File: src/rtl/lift_door_ctrl.sv
// lift_door_ctrl
// Car door sequencer. After the car stops (arrive) the door is taken
// through OPENING, OPEN (dwell) and CLOSING; the move permit door_closed is
// only granted once the door is fully shut. All timing is counted in slowref
// strobes using a single down-counter with terminal-count compare at zero.
//
// Ports:
//   clk           in   system clock
//   reset         in   asynchronous active-high reset
//   slowref       in   one-clk timing strobe
//   arrive        in   pulse: car stopped at a floor
//   open_req      in   pulse: door-open call while stationary
//   obstruct      in   level: doorway blocked
//   door_closed   out  move permit, high only in CLOSED
//   door_open_led out  high in every state except CLOSED
//   door_done     out  one-cycle pulse when CLOSING completes
//   door_state    out  0=CLOSED 1=OPENING 2=OPEN 3=CLOSING
//   reopen_cnt    out  reopens since last arrive, saturating at 15
//   proto_err     out  sticky: arrive seen outside CLOSED
//
// state   | meaning
// CLOSED  | door shut, car may move
// OPENING | door travelling open
// OPEN    | door fully open, dwell timer running
// CLOSING | door travelling shut, any obstruct/open_req reopens
module lift_door_ctrl #(
    parameter int OPEN_TICKS  = 4,
    parameter int DWELL_TICKS = 16,
    parameter int CLOSE_TICKS = 4,
    parameter int CNT_W       = 5
) (
    input  logic       clk,
    input  logic       reset,
    input  logic       slowref,
    input  logic       arrive,
    input  logic       open_req,
    input  logic       obstruct,
    output logic       door_closed,
    output logic       door_open_led,
    output logic       door_done,
    output logic [1:0] door_state,
    output logic [3:0] reopen_cnt,
    output logic       proto_err
);

    typedef enum logic [1:0] {
        ST_CLOSED  = 2'd0,
        ST_OPENING = 2'd1,
        ST_OPEN    = 2'd2,
        ST_CLOSING = 2'd3
    } state_t;

    localparam logic [CNT_W-1:0] OPEN_LD  = CNT_W'(OPEN_TICKS - 1);
    localparam logic [CNT_W-1:0] DWELL_LD = CNT_W'(DWELL_TICKS - 1);
    localparam logic [CNT_W-1:0] CLOSE_LD = CNT_W'(CLOSE_TICKS - 1);

    state_t           r_state;
    logic [CNT_W-1:0] r_cnt;
    logic             r_door_done;
    logic [3:0]       r_reopen_cnt;
    logic             r_proto_err;

    state_t           w_state_nxt;
    logic [CNT_W-1:0] w_cnt_nxt;
    logic             w_done_nxt;
    logic [3:0]       w_reopen_nxt;
    logic             w_err_nxt;
    logic             w_cnt_zero;
    logic [CNT_W-1:0] w_cnt_dec;

    assign w_cnt_zero = (r_cnt == '0);
    assign w_cnt_dec  = r_cnt - CNT_W'(1);

    always_ff @(posedge clk or posedge reset) begin
        if (reset) begin
            r_state      <= ST_CLOSED;
            r_cnt        <= '0;
            r_door_done  <= 1'b0;
            r_reopen_cnt <= 4'd0;
            r_proto_err  <= 1'b0;
        end else begin
            r_state      <= w_state_nxt;
            r_cnt        <= w_cnt_nxt;
            r_door_done  <= w_done_nxt;
            r_reopen_cnt <= w_reopen_nxt;
            r_proto_err  <= w_err_nxt;
        end
    end

    always_comb begin
        w_state_nxt  = r_state;
        w_cnt_nxt    = r_cnt;
        w_done_nxt   = 1'b0;
        w_reopen_nxt = r_reopen_cnt;
        w_err_nxt    = r_proto_err;

        case (r_state)
            ST_CLOSED: begin
                if (arrive || open_req) begin
                    w_state_nxt = ST_OPENING;
                    w_cnt_nxt   = OPEN_LD;
                end
                if (arrive) begin
                    w_reopen_nxt = 4'd0;
                end
            end
            ST_OPENING: begin
                // obstruct and open_req are irrelevant while already opening
                if (slowref) begin
                    if (w_cnt_zero) begin
                        w_state_nxt = ST_OPEN;
                        w_cnt_nxt   = DWELL_LD;
                    end else begin
                        w_cnt_nxt = w_cnt_dec;
                    end
                end
            end
            ST_OPEN: begin
                // open_req reloads on any cycle; obstruct only on a strobe
                if (open_req) begin
                    w_cnt_nxt = DWELL_LD;
                end else if (slowref) begin
                    if (obstruct) begin
                        w_cnt_nxt = DWELL_LD;
                    end else if (w_cnt_zero) begin
                        w_state_nxt = ST_CLOSING;
                        w_cnt_nxt   = CLOSE_LD;
                    end else begin
                        w_cnt_nxt = w_cnt_dec;
                    end
                end
            end
            ST_CLOSING: begin
                // a reopen beats a same-cycle expiry, so no door_done then
                if (obstruct || open_req) begin
                    w_state_nxt = ST_OPENING;
                    w_cnt_nxt   = OPEN_LD;
                    if (r_reopen_cnt != 4'd15) begin
                        w_reopen_nxt = r_reopen_cnt + 4'd1;
                    end
                end else if (slowref) begin
                    if (w_cnt_zero) begin
                        w_state_nxt = ST_CLOSED;
                        w_done_nxt  = 1'b1;
                    end else begin
                        w_cnt_nxt = w_cnt_dec;
                    end
                end
            end
            default: begin
                w_state_nxt = ST_CLOSED;
                w_cnt_nxt   = '0;
            end
        endcase

        if (arrive && (r_state != ST_CLOSED)) begin
            w_err_nxt = 1'b1;
        end
    end

    assign door_state    = r_state;
    assign door_closed   = (r_state == ST_CLOSED);
    assign door_open_led = (r_state != ST_CLOSED);
    assign door_done     = r_door_done;
    assign reopen_cnt    = r_reopen_cnt;
    assign proto_err     = r_proto_err;

endmodule

File: config.mk
export PLATFORM = sky130hd
export DESIGN_NAME = lift_door_ctrl
export DESIGN_NICKNAME = d
export VERILOG_FILES = /design/src/rtl/lift_door_ctrl.sv
export SDC_FILE = /design/constraint.sdc
export NUM_CORES = 1
export LEC_CHECK = 0
export BUFFER_PORTS_ARGS = -buffer_cell sky130_fd_sc_hd__buf_2
export CAP_MARGIN = 30
export CORE_ASPECT_RATIO = 1.5
export CORE_MARGIN = 4
export CORE_UTILIZATION = 49
export CTS_CLUSTER_SIZE = 30
export DETAILED_ROUTE_END_ITERATION = 10
export GPL_ROUTABILITY_DRIVEN = 0
export GPL_TIMING_DRIVEN = 0
export PLACE_DENSITY = 0.73
export SYNTH_ARGS = -nofsm -noshare
export SYNTH_HDL_FRONTEND = slang
export SYNTH_SLANG_ARGS = --single-unit
File: constraint.sdc
create_clock -name clk -period 1.8 [get_ports clk]
set_input_delay 0.36 -clock clk [delete_from_list [all_inputs] [get_ports clk]]
set_output_delay 0.36 -clock clk [all_outputs]
set_load 0.05 [all_outputs]
==> out/metrics.yaml, run 1 <==
power:
  leakagePower_nw: 0.578
  seqPwrFrac_pct: 21.1
  power_switching_mw: 1.29
  pwr-share-clk_pct: 7.8
  power.density_nw_per_um2: 1940
  combPwrFrac_pct: 71.1
  max-vdd-ir-drop_mv: 1.35
  swShare_pct: 51.5
  finalPower_mw: 2.50
  p_int_mw: 1.21
finish:
  diodes: 0
  utilization_pct: 68.6
  nets: 155
  finish.instance_area_um2: 1290
  area_delta_synth_final_pct: 29.4
  fillers: 150
  layout-drive-gt1-share_pct: 36.9
detailed_routing:
  highest_layer: "met4"
  drcViolationCount: 0
  vias_per_cell: 6.16
  first_pass_iters: 4
  vias: 998
  wl_met3_um: 60
  wl_met1_um: 992
  drtIter0Drc: 49
  wire_per_inst_um: 16.0
  wl_met2_um: 1440
  final_antenna_net_count: 0
  wl_um: 2590
sta:
  tightest_slew_ns: 0.571
  rsz0062_at_grt: "yes"
  slew_violations: 0
  finalCriticalPeriod_ns: 1.93
  fmaxAchievable_mhz: 519
  fin_ws_ns: -0.128
  fin_crit_sh_pct: 107
  finClkSkew_ns: 0.0116
  setup_viol: 6
  finalHoldViolations: 0
  slew-limit-headroom_pct: 61.8
global_route:
  grt-ovfl-total: 0
  track_usage_pct: 20.1
  grt_max_degree: 14
  grt_pass1_vias: 1014
  grt_pass1_wl_um: 4380
  antenna_found_initial: 0
critical_path:
  worstSetupStartpoint: "r_cnt[0]$_DFFE_PP0P_"
  crit_path_max_fanout: 5
  worstSetupEndpointType: "register"
  crit_arrival_ns: 2.08
  r2r-start: "r_cnt[0]$_DFFE_PP0P_"
  crit_type: "reg2reg"
  cp.required_ns: 1.95
  cp-start-kind: "register"
placement:
  place_hpwl_um: 1810
  place_area_um2: 1150
  numPortBuffers: 15
clocking:
  hold_buffers: 0
  cts_buffers: 3
  cts_tree: "done"
  cts-root-buf: "clkbuf_4"
  path_clk_slew_ns: 0.09
  clock_sinks: 13
  clock_latency_ns: 0.29
  h-tree-depth: 1
  cts_buffer_depth: 2
logic_synthesis:
  synth_nets: 130
  ys_seq_elements: 13
  synthDistinctLibCells: 39
  synth_area_per_cell_um2: 8.50
  synth_warnings: 0
  synthArstFlopShare_pct: 100
  ys_top_cells_by_area: "dfrtp_1, ha_1, o21ai_0"
  syn_area_um2: 995
  ys.flop_type: "dfrtp_1"
  netlist_instances: 117
  synth_largest_area_cell: "dfrtp_1"
  yosysSeqAreaShare_pct: 32.7
  yosys.area.top_type_share_pct: 32.7
  synth-edff-count: 0
floorplanning:
  fp-row-count: 19
  core_region_area_um2: 1880
  start_util_pct: 53.0
  die_w_um: 44.8
  ios: 16
  die-area_um2: 2830
  die_h_um: 63.2
status:
  status: "finished, violations left"
  violations: "negative setup slack"
run:
  maxCapViolations: 0
hold_path:
  hold_path_class: "in2async"
[worst paths after layout]
| check | to | slack, ns | cells past startpoint |
|---|---|---|---|
| worst max-delay path | r_cnt[2]$_DFFE_PP0P_ | -0.13 | 8 |
| worst min-delay path | r_cnt[0]$_DFFE_PP0P_ | 0.09 | 2 |
| worst max register to register | r_cnt[2]$_DFFE_PP0P_ | -0.13 | 8 |
| worst min register to register | proto_err$_DFFE_PP0P_ | 0.46 | 1 |
| max in group asynchronous | door_state[0]$_DFFE_PP0P_ | 1.34 | 2 |
| min in group clk | proto_err$_DFFE_PP0P_ | 0.31 | 2 |
[timing repair]
action | in CTS | in global routing
pin swaps | 3 | 3
endpoints found under the setup margin | 7 | 8
cloned | 0 | 0
buffers inserted | 6 | 3
gates resized for setup | 8 | 8
[metrics by stage]
| stage | setup WS [ns] | setup TNS (ns) | std cells | hold WS, ns |
|---|---|---|---|---|
| 2_1_floorplan | -0.0678 | -0.128 | 117 | 0.237 |
| 3_3_place_gp | -0.128 | -0.688 | 153 | 0.419 |
| 3_5_place_dp | -0.142 | -0.792 | 153 | 0.424 |
| 4_1_cts | -0.0277 | -0.0874 | 161 | 0.111 |
| 5_1_grt | -0.198 | -0.740 | 162 | 0.133 |
| 6_report | -0.128 | -0.356 | 162 | 0.0856 |
[per-layer routing]
metal  vias to the layer above  track usage (%)
li1                        479                -
met1                       487             22.9
met2                        21             34.5
met3                        11             1.99
met4                         0             11.4
met5                         -                0
[kinds of logic (layout without fill, tap and decap cells)]
logic type / count (synthesis) / after routing / share of synthesized area [%]
compound gates: 37 / 37 / 26.8
fa+ha+maj: 7 / 7 / 8.80
buf+inv: 14 / 38 / 6.29
flops: 13 / 13 / 32.7
mux: 2 / 2 / 2.01
simple gates: 44 / 44 / 23.4
[cell type report]
class | instances | area [um2] | area share [%]
Timing Repair Buffer | 24 | 146 | 11.4
Multi-Input combinational cell | 90 | 722 | 56.1
Inverter | 9 | 33.8 | 2.62
Sequential cell | 13 | 328 | 25.5
Tap cell | 21 | 26.3 | 2.04
Clock buffer | 4 | 26.3 | 2.04
Buffer | 1 | 5.00 | 0.389
[sequential cells by signal, summed over array words and instances (netlist names)]
register and flops:
r_cnt 5, reopen_cnt 4, door_state 2, door_done 1, proto_err 1
[cells in the mapped netlist (2+ instances only)]
library cell,count
a21oi_1,4
a221oi_1,2
a22oi_1,2
a31oi_1,2
buf_2,2
clkbuf_1,2
dfrtp_1,13
ha_1,7
inv_1,9
mux2i_1,2
nand2_1,12
nand2b_1,3
nand3_1,3
nor2_1,11
nor3_1,5
o211ai_1,2
o21ai_0,13
o31ai_1,2
[power by group through the flow]
stage,sequential [mW],combinational [mW],clock (mW)
2_1_floorplan,0.625,1.08,0
3_3_place_gp,0.509,1.45,0
3_5_place_dp,0.515,1.48,0
4_1_cts,0.516,1.64,0.196
5_1_grt,0.542,1.94,0.213
6_report,0.528,1.78,0.195
[layout by cell type (no fill, tap or decap), types with 3 or more instances in the layout]
cell and count:
dfrtp_1 11, clkbuf_4 3, o21ai_1 4, nor2_1 11, inv_2 4, nand3_1 3, o21ai_0 9, inv_1 5
a21oi_1 4, buf_4 8, ha_4 4, buf_2 16, nor3_1 5, nand2_1 12
[worst max-delay path, stage by stage, from the launching register on]
cell and delay [ns]:
dfrtp_1 0.40, inv_2 0.07, buf_4 0.13, buf_4 0.12, ha_1 0.20, nand2b_1 0.15, o21ai_0 0.10, a221oi_1 0.47
o21ai_1 0.14
Power figures use the tool's default switching activity.
==> run 2: changes to the inputs <==
ABC_AREA = 1   (was unset)
==> out/metrics.yaml, run 2 <==
floorplanning:
  core_region_area_um2: 1880  # unchanged
  ios: 16  # unchanged
  die-area_um2: 2820  # -0.21%
  fp-row-count: 19  # unchanged
  start_util_pct: 52.8  # -0.13 points
  die_h_um: 63.1  # -0.11%
  die_w_um: 44.7  # -0.10%
global_route:
  grt_pass1_wl_um: 4160  # -5.0%
  track_usage_pct: 18.8  # -1.2 points
  antenna_found_initial: 0  # unchanged
  grt_pass1_vias: 1030  # +1.6%
  grt_max_degree: 14  # unchanged
  grt-ovfl-total: 0  # unchanged
critical_path:
  cpPeakStageDelay_ns: 0.44  # -0.03 ns
  r2r_cells: 11  # +3
  crit_arrival_ns: 1.36  # -0.72 ns
  r2r-start: "door_state[0]$_DFFE_PP0P_"
  worstSetupEndpointType: "primary output"
  worstSetupStartpoint: "door_state[1]$_DFFE_PP0P_"
  cp-start-kind: "register"
  worst_path_max_delay_cell: "dfrtp_2"
  crit_type: "reg2out"
  crit_path_max_fanout: 5  # unchanged
  path_cells: "inv_1 -> ha_4 -> clkinvlp_4 -> buf_6"
  cp.required_ns: 1.44  # -0.51 ns
logic_synthesis:
  ys_top_cells_by_area: "dfrtp_1, nand2_1, ha_1"
  synth_warnings: 0  # unchanged
  ys_seq_elements: 13  # unchanged
  yosysMostFrequentCell: "nand2_1"
  synthDistinctLibCells: 22  # -44%
  syn_area_um2: 992  # -0.25%
  synthArstFlopShare_pct: 100  # unchanged
  synth_largest_area_cell: "dfrtp_1"
  yosysSeqAreaShare_pct: 32.8  # +0.082 points
  ys.flop_type: "dfrtp_1"
  synth_common_cells: "nand2_1, inv_1, dfrtp_1, nand3_1, nor2_1"
  netlist_instances: 145  # +24%
  synth_nets: 158  # +22%
  yosys.area.top_type_share_pct: 32.8  # +0.082 points
  synth_area_per_cell_um2: 6.84  # -20%
  synth-edff-count: 0  # unchanged
detailed_routing:
  wl_met2_um: 1200  # -17%
  wl_met1_um: 882  # -11%
  vias_per_cell: 5.11  # -17%
  drtIter0Drc: 29  # -41%
  final_antenna_net_count: 0  # unchanged
  highest_layer: "met4"
  wl_met3_um: 77  # +28%
  wire_per_inst_um: 11.6  # -27%
  vias: 961  # -3.7%
  drcViolationCount: 0  # unchanged
  wl_um: 2190  # -15%
  first_pass_iters: 4  # unchanged
clocking:
  clock_latency_ns: 0.29  # about the same
  hold_buffers: 0  # unchanged
  cts_tree: "done"
  path_clk_slew_ns: 0.09  # about the same
  clock_sinks: 13  # unchanged
  cts_buffers: 3  # unchanged
  cts_buffer_depth: 2  # unchanged
  h-tree-depth: 1  # unchanged
  cts-root-buf: "clkbuf_4"
sta:
  fin_crit_sh_pct: 95.8  # -11 points
  finClkSkew_ns: 0.0102  # -0.00141 ns
  finalCriticalPeriod_ns: 1.72  # -0.204 ns
  fin_ws_ns: 0.0760  # +0.204 ns
  rsz0062_at_grt: "no"
  fmaxAchievable_mhz: 580  # +12%
  setup_viol: 0  # -6
  finalSetupTns_ns: 0  # +0.356 ns
  slew_violations: 0  # unchanged
  slew-limit-headroom_pct: 64.6  # +2.8 points
  tightest_slew_ns: 0.530  # -0.0407 ns
  finalHoldViolations: 0  # unchanged
power:
  swShare_pct: 54.7  # +3.2 points
  power.density_nw_per_um2: 1900  # -2.3%
  p_int_mw: 1.00  # -17%
  combPwrFrac_pct: 69.9  # -1.2 points
  pwr-share-clk_pct: 8.8  # +1.0 points
  seqPwrFrac_pct: 21.4  # +0.3 points
  leakagePower_nw: 0.670  # +16%
  power_switching_mw: 1.21  # -5.9%
  max-vdd-ir-drop_mv: 1.20  # -11%
placement:
  numPortBuffers: 15  # unchanged
  place_area_um2: 1110  # -3.4%
  dp_worst_setup_slack_ns: 0.254  # +0.396 ns
  dp.cells: 181  # +18%
  place_hpwl_um: 1720  # -5.2%
finish:
  fillers: 175  # +17%
  diodes: 0  # unchanged
  finish.instance_area_um2: 1170  # -9.3%
  utilization_pct: 62.2  # -6.4 points
  area_delta_synth_final_pct: 17.7
  nets: 181  # +17%
  top_register: "r_cnt"
  layout_common_cells: "nand2_1, inv_1, buf_2"
  layout_commonest_cell: "nand2_1"
  layout-drive-gt1-share_pct: 28.1  # -8.7 points
  fin_cells: 188  # +16%
  largest_reg_flops: 5  # unchanged
status:
  status: "finished, final reports clean"
run:
  maxCapViolations: 0  # unchanged
hold_path:
  hold_path_class: "in2async"
==> run 2: changes by cell type in the layout (fill, tap and decap cells not counted), sizes merged, moves of 4 or more <==
cell    delta
nand2     +40
nand3     +13
inv       +12
buf        -6
nor2       +5
nor3       -5
o21ai      -5
nand2b     -4
==> run 2: layout make-up <==
class	instances	area, um2	area share [%]
Tap cell	21	26.3	2.25
Timing Repair Buffer	18	104	8.90
Buffer	1	7.51	0.643
Sequential cell	13	328	28.1
Inverter	22	86.3	7.40
Clock buffer	4	26.3	2.25
Multi-Input combinational cell	109	589	50.5
==> run 2: power by group through the flow <==
stage | sequential, mW | clock, mW | combinational (mW)
after floorplan | 0.639 | 0 | 1.03
after global placement | 0.481 | 0 | 1.42
after detailed placement | 0.485 | 0 | 1.46
after CTS | 0.484 | 0.193 | 1.48
after global routing | 0.493 | 0.212 | 1.75
final | 0.473 | 0.194 | 1.55
==> run 2: what timing repair did <==
action	CTS	global route
endpoints found under the setup margin	1	1
gates resized for setup	2	1
setup buffers	0	3
==> run 2: critical path, delay by kind of cell (launching register included) <==
| family | cells | cell delay, ns |
|---|---|---|
| buffers and inverters | 3 | 0.44 |
| adders and majority gates | 1 | 0.18 |
| DFF | 1 | 0.44 |
==> run 2: cell families (layout without fill, tap and decap cells) <==
| family | count (synthesis) | after routing | share of synthesized area (%) |
|---|---|---|---|
| xor+xnor | 1 | 1 | 0.883 |
| buf+inv | 23 | 45 | 9.08 |
| fa+ha+maj | 7 | 7 | 8.83 |
| simple gates | 87 | 87 | 40.2 |
| flops | 13 | 13 | 32.8 |
| compound gates | 14 | 14 | 8.20 |
==> run 2: routing by layer <==
layer,up-vias,track usage [%]
li1,504,-
met1,433,21.4
met2,19,33.1
met3,5,3.13
met4,0,7.55
met5,-,0
==> run 2: worst paths after layout <==
check                                             to  slack (ns)
setup / recovery                       door_open_led        0.08
hold reg to reg                proto_err$_DFFE_PP0P_        0.49
max in group asynchronous  door_state[1]$_DFFE_PP0P_        1.33
hold / removal                 proto_err$_DFFE_PP0P_        0.09
min in group clk               proto_err$_DFFE_PP0P_        0.35
setup reg to reg           door_state[0]$_DFFE_PP0P_        0.15
==> run 2: through the flow <==
stage / hold slack [ns] / power [mW]
2_1_floorplan: 0.237 / 1.67
3_3_place_gp: 0.406 / 1.90
3_5_place_dp: 0.421 / 1.95
4_1_cts: 0.108 / 2.16
5_1_grt: 0.123 / 2.46
6_report: 0.0879 / 2.21
==> run 3: changes to the inputs <==
CORE_MARGIN = unset   (was 4)
==> out/metrics.yaml, run 3 (synthesized netlist as in run 2, its figures left out) <==
critical_path:
  worstSetupEndpointType: "primary output"
  crit_type: "reg2out"
  crit_arrival_ns: 1.36  # about the same
  cp.required_ns: 1.44  # about the same
  crit_path_max_fanout: 6  # +1
  path_cells: "inv_2 -> ha_4 -> clkinvlp_4 -> buf_4"
  worst_path_max_delay_cell: "dfrtp_2"
  cp-start-kind: "register"
  cpPeakStageDelay_ns: 0.46  # +0.02 ns
power:
  pwr-share-clk_pct: 9.0  # +0.2 points
  finalPower_mw: 2.16  # -2.3%
  leakagePower_nw: 0.658  # -1.8%
  power_switching_mw: 1.20  # -1.2%
  combPwrFrac_pct: 68.6  # -1.3 points
  p_int_mw: 0.967  # -3.5%
  swShare_pct: 55.3  # +0.58 points
  power.density_nw_per_um2: 1880  # -0.66%
  max-vdd-ir-drop_mv: 1.20  # +0.27%
  seqPwrFrac_pct: 22.4  # +1.0 points
finish:
  layout-drive-gt1-share_pct: 27.9  # -0.26 points
  utilization_pct: 61.2  # -1.0 points
  nets: 179  # -1.1%
  diodes: 0  # unchanged
  layout_common_cells: "nand2_1, buf_2, inv_1, nand3_1"
  largest_reg_flops: 5  # unchanged
  top_register: "r_cnt"
  area_delta_synth_final_pct: 15.8
  layout_commonest_cell: "nand2_1"
global_route:
  antenna_found_initial: 0  # unchanged
  grt_pass1_vias: 948  # -8.0%
  grt-ovfl-total: 0  # unchanged
  grt_pass1_wl_um: 3750  # -10%
  track_usage_pct: 23.7  # +4.8 points
  grt_max_degree: 14  # unchanged
floorplanning:
  die-area_um2: 2210  # -22%
  core_region_area_um2: 1880  # unchanged
  ios: 16  # unchanged
  fp-row-count: 19  # unchanged
  die_h_um: 57.1  # -9.5%
  start_util_pct: 52.8  # unchanged
  die_w_um: 38.7  # -13%
clocking:
  clock_latency_ns: 0.30  # about the same
  h-tree-depth: 1  # unchanged
  hold_buffers: 0  # unchanged
  cts_buffer_depth: 2  # unchanged
  cts-root-buf: "clkbuf_4"
  path_clk_slew_ns: 0.09  # about the same
  clock_sinks: 13  # unchanged
  cts_buffers: 3  # unchanged
  cts_tree: "done"
sta:
  finClkSkew_ns: 0.0135  # +0.00331 ns
  slew-limit-headroom_pct: 65.1  # +0.50 points
  rsz0062_at_grt: "no"
  finalSetupTns_ns: 0  # unchanged
  tightest_slew_ns: 0.522  # -0.00743 ns
  setup_viol: 0  # unchanged
  fin_crit_sh_pct: 95.4  # -0.34 points
  finalHoldViolations: 0  # unchanged
  fmaxAchievable_mhz: 582  # +0.36%
  slew_violations: 0  # unchanged
  finalCriticalPeriod_ns: 1.72  # -0.00616 ns
detailed_routing:
  first_pass_iters: 4  # unchanged
  vias_per_cell: 5.20  # +1.8%
  drtIter0Drc: 16  # -45%
  wl_um: 2130  # -2.6%
  wire_per_inst_um: 11.4  # -1.6%
  final_antenna_net_count: 0  # unchanged
  drcViolationCount: 0  # unchanged
  vias: 968  # +0.73%
placement:
  place_hpwl_um: 1700  # -1.2%
  numPortBuffers: 15  # unchanged
run:
  maxCapViolations: 0  # unchanged
status:
  status: "finished, final reports clean"
hold_path:
  hold_path_class: "in2async"
## run 3: cell types whose count changed in the layout (fill, tap and decap cells not counted), sizes merged
| cell | previous run | this run |
|---|---|---|
| buf | 19 | 17 |
## run 3: final cells by class
type / count / area [um2]
repair buffers: 16 / 85.1
multi-input cells: 109 / 589
inverters: 22 / 86.3
well taps: 21 / 26.3
plain buffers: 1 / 7.51
clock buffers: 4 / 26.3
fillers: 185 / 729
flip-flops and latches: 13 / 328
## run 3: critical path: cells and delay by family, from the launching register on
| family | cells | cell delay [ns] |
|---|---|---|
| fa+ha+maj | 1 | 0.17 |
| buf+inv | 3 | 0.44 |
| flops | 1 | 0.46 |
## run 3: layer usage
layer	global-route usage [%]	wire length [um]
met1	25.1	830
met2	42.1	1200
met3	7.00	66
met4	7.88	36
met5	0	0
## run 3: path summary, 6_finish.rpt
kind                       cells after the start  slack (ns)                         to                 startpoint
max                                            4        0.08              door_open_led  door_state[1]$_DFFE_PP0P_
min                                            2        0.08        door_done$_DFF_PP0_                      reset
max reg2reg                                   10        0.26  door_state[0]$_DFFE_PP0P_  door_state[0]$_DFFE_PP0P_
min reg2reg                                    1        0.48      proto_err$_DFFE_PP0P_      proto_err$_DFFE_PP0P_
max in group asynchronous                      2        1.35  door_state[1]$_DFFE_PP0P_                      reset
min in group clk                               3        0.34      proto_err$_DFFE_PP0P_                     arrive
## run 3: power groups by stage
stage	combinational, mW	clock [mW]	sequential, mW
global placement	1.42	0	0.481
floorplan	1.03	0	0.639
global route	1.67	0.207	0.500
finish	1.48	0.195	0.485
detailed placement	1.46	0	0.486
CTS	1.48	0.196	0.484
## run 3: timing repair
| action | in CTS | in global routing |
|---|---|---|
| setup endpoints to repair | 1 | 1 |
| resized for setup | 2 | 1 |
| endpoints found under the hold margin | 0 | 0 |
| pin swaps | 0 | 1 |
| setup buffers | 0 | 1 |
## run 3: metrics by stage
stage               instance area, um2  hold slack, ns  std cells  setup slack [ns]
finish                            1150          0.0783        186            0.0822
global route                      1150           0.131        186            0.0358
CTS                               1140           0.102        185           0.00739
detailed placement                1110           0.421        181             0.273
global placement                  1110           0.406        181             0.289
floorplan                         1010           0.237        145            0.0599
